`src/rtl/serial_subtractor_4bit.sv`:
```
// ---------------------------------------------------------------------------
// serial_subtractor_4bit
//
// Bit-serial unsigned subtractor. A start in IDLE captures A, B and Bin. The
// block then handles one bit per clock, LSB first, for WIDTH clocks (SHIFT)
// and keeps a running borrow. On the last bit it loads the registered result
// and flags. It then gives a one-cycle done pulse (DONE) and returns to IDLE.
//
// Ports
//   clk   : clock; all state updates on the rising edge
//   rst   : synchronous, active-high reset (clears state, operands, results)
//   start : begin one subtraction; only looked at in IDLE
//   A, B  : minuend / subtrahend, captured at the accepted start
//   Bin   : borrow-in, captured at the accepted start
//   Diff  : registered A - B - Bin modulo 2^WIDTH
//   Bout  : registered borrow-out (A < B + Bin, unsigned)
//   V     : registered two's-complement overflow flag
//   Z     : registered zero flag (Diff == 0)
//   busy  : high for the WIDTH cycles spent in SHIFT
//   done  : one-cycle pulse when Diff/Bout/V/Z have just been updated
// ---------------------------------------------------------------------------
module serial_subtractor_4bit #(
  parameter int WIDTH = 4
) (
  input  logic             clk,
  input  logic             rst,
  input  logic             start,
  input  logic [WIDTH-1:0] A,
  input  logic [WIDTH-1:0] B,
  input  logic             Bin,
  output logic [WIDTH-1:0] Diff,
  output logic             Bout,
  output logic             V,
  output logic             Z,
  output logic             busy,
  output logic             done
);

  localparam int CW = (WIDTH > 1) ? $clog2(WIDTH) : 1;
  localparam logic [CW-1:0] LAST = CW'(WIDTH - 1);

  typedef enum logic [1:0] {
    IDLE  = 2'd0,
    SHIFT = 2'd1,
    DONE  = 2'd2
  } state_t;

  state_t           state, state_nxt;
  logic [WIDTH-1:0] a_r, b_r, res, res_nxt;
  logic [CW-1:0]    cnt;
  logic             br, br_nxt;
  logic             abit, bbit, dbit;
  logic             last;

  // Subtraction overflow: operands of opposite sign, and the result's sign
  // differs from the minuend's.
  function automatic logic sub_ovf(input logic am, input logic bm, input logic dm);
    return (am ^ bm) & (dm ^ am);
  endfunction

  // State register
  always_ff @(posedge clk) begin
    if (rst) state <= IDLE;
    else     state <= state_nxt;
  end

  // Next state
  always_comb begin
    state_nxt = state;
    case (state)
      IDLE:    if (start) state_nxt = SHIFT;
      SHIFT:   if (last)  state_nxt = DONE;
      DONE:    state_nxt = IDLE;
      default: state_nxt = IDLE;
    endcase
  end

  // One full-subtractor cell, applied to the bit picked by cnt. res_nxt is
  // the result with the current bit merged in. On the last bit Diff loads
  // this value, so the complete result is available on the same edge.
  always_comb begin
    abit    = a_r[cnt];
    bbit    = b_r[cnt];
    dbit    = abit ^ bbit ^ br;
    br_nxt  = (~abit & bbit) | (~abit & br) | (bbit & br);
    res_nxt = res;
    res_nxt[cnt] = dbit;
    last    = (cnt == LAST);
  end

  // Datapath and result registers
  always_ff @(posedge clk) begin
    if (rst) begin
      a_r  <= '0;
      b_r  <= '0;
      br   <= 1'b0;
      cnt  <= '0;
      res  <= '0;
      Diff <= '0;
      Bout <= 1'b0;
      V    <= 1'b0;
      Z    <= 1'b0;
    end else begin
      case (state)
        IDLE: begin
          if (start) begin
            a_r <= A;
            b_r <= B;
            br  <= Bin;
            cnt <= '0;
            res <= '0;
          end
        end
        SHIFT: begin
          res <= res_nxt;
          br  <= br_nxt;
          cnt <= cnt + 1'b1;
          if (last) begin
            Diff <= res_nxt;
            Bout <= br_nxt;
            V    <= sub_ovf(a_r[WIDTH-1], b_r[WIDTH-1], res_nxt[WIDTH-1]);
            Z    <= ~|res_nxt;
          end
        end
        default: ;
      endcase
    end
  end

  assign busy = (state == SHIFT);
  assign done = (state == DONE);

endmodule

```
`config.mk`:
```
export PLATFORM = sky130hd
export DESIGN_NAME = serial_subtractor_4bit
export DESIGN_NICKNAME = d
export VERILOG_FILES = /design/src/rtl/serial_subtractor_4bit.sv
export SDC_FILE = /design/constraint.sdc
export NUM_CORES = 1
export LEC_CHECK = 0
export BUFFER_PORTS_ARGS = -buffer_cell sky130_fd_sc_hd__buf_2
export CAP_MARGIN = 20
export CORE_ASPECT_RATIO = 0.75
export CORE_MARGIN = 2
export CORE_UTILIZATION = 45
export CTS_CLUSTER_DIAMETER = 30
export DETAILED_ROUTE_END_ITERATION = 8
export GPL_TIMING_DRIVEN = 0
export PLACE_DENSITY = 0.67
export SLEW_MARGIN = 20
export SYNTH_ARGS = -nofsm -noshare
export SYNTH_HDL_FRONTEND = slang
export SYNTH_SLANG_ARGS = --single-unit
```
`constraint.sdc`:
```
create_clock -name clk -period 6.1 [get_ports clk]
set_input_delay 0.305 -clock clk [delete_from_list [all_inputs] [get_ports clk]]
set_output_delay 0.305 -clock clk [all_outputs]
set_load 0.03 [all_outputs]
```
==> metrics.yaml <==
grt:
  grt_use_total_pct: 17.49
  grt_max_degree: 14
  grt_pass1_wl_um: 3629
  grt_overflow: 0
  grt_pass1_vias: 785
  antenna_found_initial: 0
floorplan:
  ios: 21
  core_area_um2: 2327
  die-width_um: 61.73
  floorplan.die_area_um2: 2920
  fp.dieH_um: 47.30
  rows: 15
  initial_core_util_pct: 48.33
sta:
  skew_ns: 0.006942
  grt_setup_unrepaired: "no"
  setup_violations: 0
  worstMarginPinSlew_ns: 0.4380
  setup_tns_ns: 0
  max_slew_margin_pct: 70.80
  whs_ns: 0.2216
  fin_crit_ns: 2.463
  hold_viol: 0
  slew_viol_final: 0
  max_freq_ghz: 0.4060
  post-route-period-util_pct: 40.38
cts:
  post_cts_buffers: 0
  post_cts_resize_count: 0
  clockBufferDepth: 2
  clk_latency_ns: 0.31
  cts_buffers: 3
  ctsHoldBuffers: 0
  cts.clk_slew.worst_paths_ns: 0.13
  clock_sinks: 23
  root_buffer: "clkbuf_4"
  cts_tree: "built"
  htreeDepth: 1
synth:
  synth_area_um2: 1125
  synthCells: 119
  ys_warn_count: 0
  yosysSeqAreaShare_pct: 40.93
  syn-num-nets: 136
  ys_seq_elements: 23
  ys_types: 30
  avgSynthCellArea_um2: 9.452
layout:
  fin_cells: 176
  final_net_count: 160
  nFillCells: 239
  drive_gt1_share_pct: 23.94
  diodes: 0
  areaGrowthSynthToFinish_pct: 14.68
  fin_area_um2: 1290
route:
  drt-initial-drc-count: 35
  wl_um: 2223
  drc_errors: 0
  routed-via-count: 873
  postRouteAntennaNets: 0
  vias_per_cell: 4.960
  firstDrtPassIters: 4
  routedWlPerCell_um: 12.63
setup_path:
  worstPathCellList: "mux4_2, inv_1, fa_1, or3b_1, a311oi_1"
  rr_startpoint: "cnt[0]"
  cp_slowest_stage_delay_ns: 0.55
  critPathMaxFanout: 8
  cp.required_ns: 6.33
  crit_path_end_kind: "flop"
  reg2reg_slack_ns: 3.64
  startpoint_type: "flop"
  critical_path.slowest_cell: "fa_1"
  crit_buf_inv: 1
  crit_family: "adder cells"
  worst-r2r-cell-count: 5
  r2r-end: "V"
  critical_path_class: "reg -> reg"
  worstPathArrival_ns: 2.69
hold_path:
  hold_path.class: "in -> reg"
  hold_end: "a_r[1]"
  hold_start: "A[1]"
  hold_depth: 3
placed_design:
  placed_cell_area_um2: 1262
  placedCellCount: 172
  place_congestion: 0.8005
  hpwl_um: 1714
  io_buffers: 19
pwr:
  leakagePower_nw: 0.5506
  pwr_density_cell_nw_per_um2: 220.2
  power_mw: 0.2841
  ir_drop_mv: 0.1215
outcome:
  outcome: "completed"
flow_run:
  max_cap_viol_count: 0
[how the worst max path moves through the flow]
stage,start,to,slack (ns),depth (start not counted)
3_3_place_gp,cnt[0],V,3.70,5
4_1_cts,cnt[0],V,3.61,5
2_1_floorplan,cnt[0],V,3.90,5
3_5_place_dp,cnt[0],V,3.67,5
5_1_grt,cnt[0],V,3.52,5
6_report,cnt[0],V,3.64,5
[cell type report]
type,count,area [um2],share of cell area [%]
Tap cell,34,42.54,3.298
Inverter,6,22.52,1.746
Clock buffer,3,22.52,1.746
Timing Repair Buffer,19,95.09,7.371
Buffer,7,46.29,3.589
Sequential cell,23,460.4,35.69
Multi-Input combinational cell,83,595.6,46.17
Clock inverter,1,5.005,0.3880
[synth_stat cells]
master	count	area (um2)
dfxtp_1	23	460.4
nor2_1	14	52.55
nand2_1	13	48.80
a21oi_1	10	50.05
mux2i_1	8	80.08
inv_1	6	22.52
nor3b_1	5	37.54
ha_1	4	50.05
o21ai_0	4	20.02
clkbuf_1	3	11.26
o211ai_1	3	22.52
buf_6	2	22.52
mux4_2	2	45.04
nand2b_1	2	12.51
nand3b_1	2	15.01
nor2b_1	2	12.51
nor3_1	2	10.01
or3b_1	2	17.52
a311oi_1	1	8.760
and3b_2	1	10.01
buf_2	1	5.000
buf_4	1	7.510
fa_1	1	20.02
nand3b_4	1	20.02
nor2b_4	1	13.76
nor3b_2	1	12.51
o21bai_1	1	7.510
o22ai_1	1	6.260
o41ai_2	1	16.27
or3_1	1	6.260
[registers in the layout, indices dropped and copies added (netlist names)]
| name | flops |
|---|---|
| Diff | 4 |
| a_r | 4 |
| b_r | 4 |
| res | 3 |
| cnt | 2 |
| state | 2 |
| Bout | 1 |
| V | 1 |
| Z | 1 |
| br | 1 |
[through the flow]
step | utilization (%) | setup WS, ns
after floorplan | - | 3.897
after global placement | 54.25 | 3.702
after detailed placement | 54.25 | 3.667
after CTS | 55.43 | 3.612
after global routing | 55.43 | 3.521
final | 55.43 | 3.637
[worst register-to-register path, delay by kind of cell, from the launching register on]
family          cells  cell delay [ns]
simple gates        1             0.40
fa+ha+maj           1             0.55
mux                 1             0.54
compound gates      1             0.30
buf+inv             1             0.09
flops               1             0.50
[layout by cell type (no fill, tap or decap), types with 2 or more instances in the layout]
master / instances
mux4_2: 2
o211ai_1: 3
dfxtp_1: 23
nand2_1: 13
ha_1: 4
nor3_1: 2
mux2i_1: 8
nand3b_1: 2
buf_2: 20
clkbuf_1: 3
o21ai_0: 4
clkbuf_4: 3
a21oi_1: 10
buf_6: 2
nor2_1: 14
nand2b_1: 2
nor3b_1: 5
or3b_1: 2
nor2b_1: 2
inv_1: 6
[kinds of logic after synthesis]
logic type	synth area share, %
flops	40.93
fa+ha+maj	6.229
mux	11.12
buf+inv	6.117
compound gates	11.68
simple gates	23.92
[routing by layer]
layer,vias up,part of all wire (%),GRT usage [%],routed length [um]
met2,16,42,25.47,938
met1,402,53,24.25,1173
met3,2,4.3,6.336,95
met4,0,0.67,5.532,15
li1,453,-,-,-
met5,-,0,0,0
[where the power goes]
| group | internal (mW) | switching, mW | total, mW |
|---|---|---|---|
| combinational | 0.0236 | 0.0274 | 0.0510 |
| sequential | 0.157 | 0.00584 | 0.162 |
| clock | 0.0245 | 0.0461 | 0.0706 |
(Power assumes the default switching activity.)
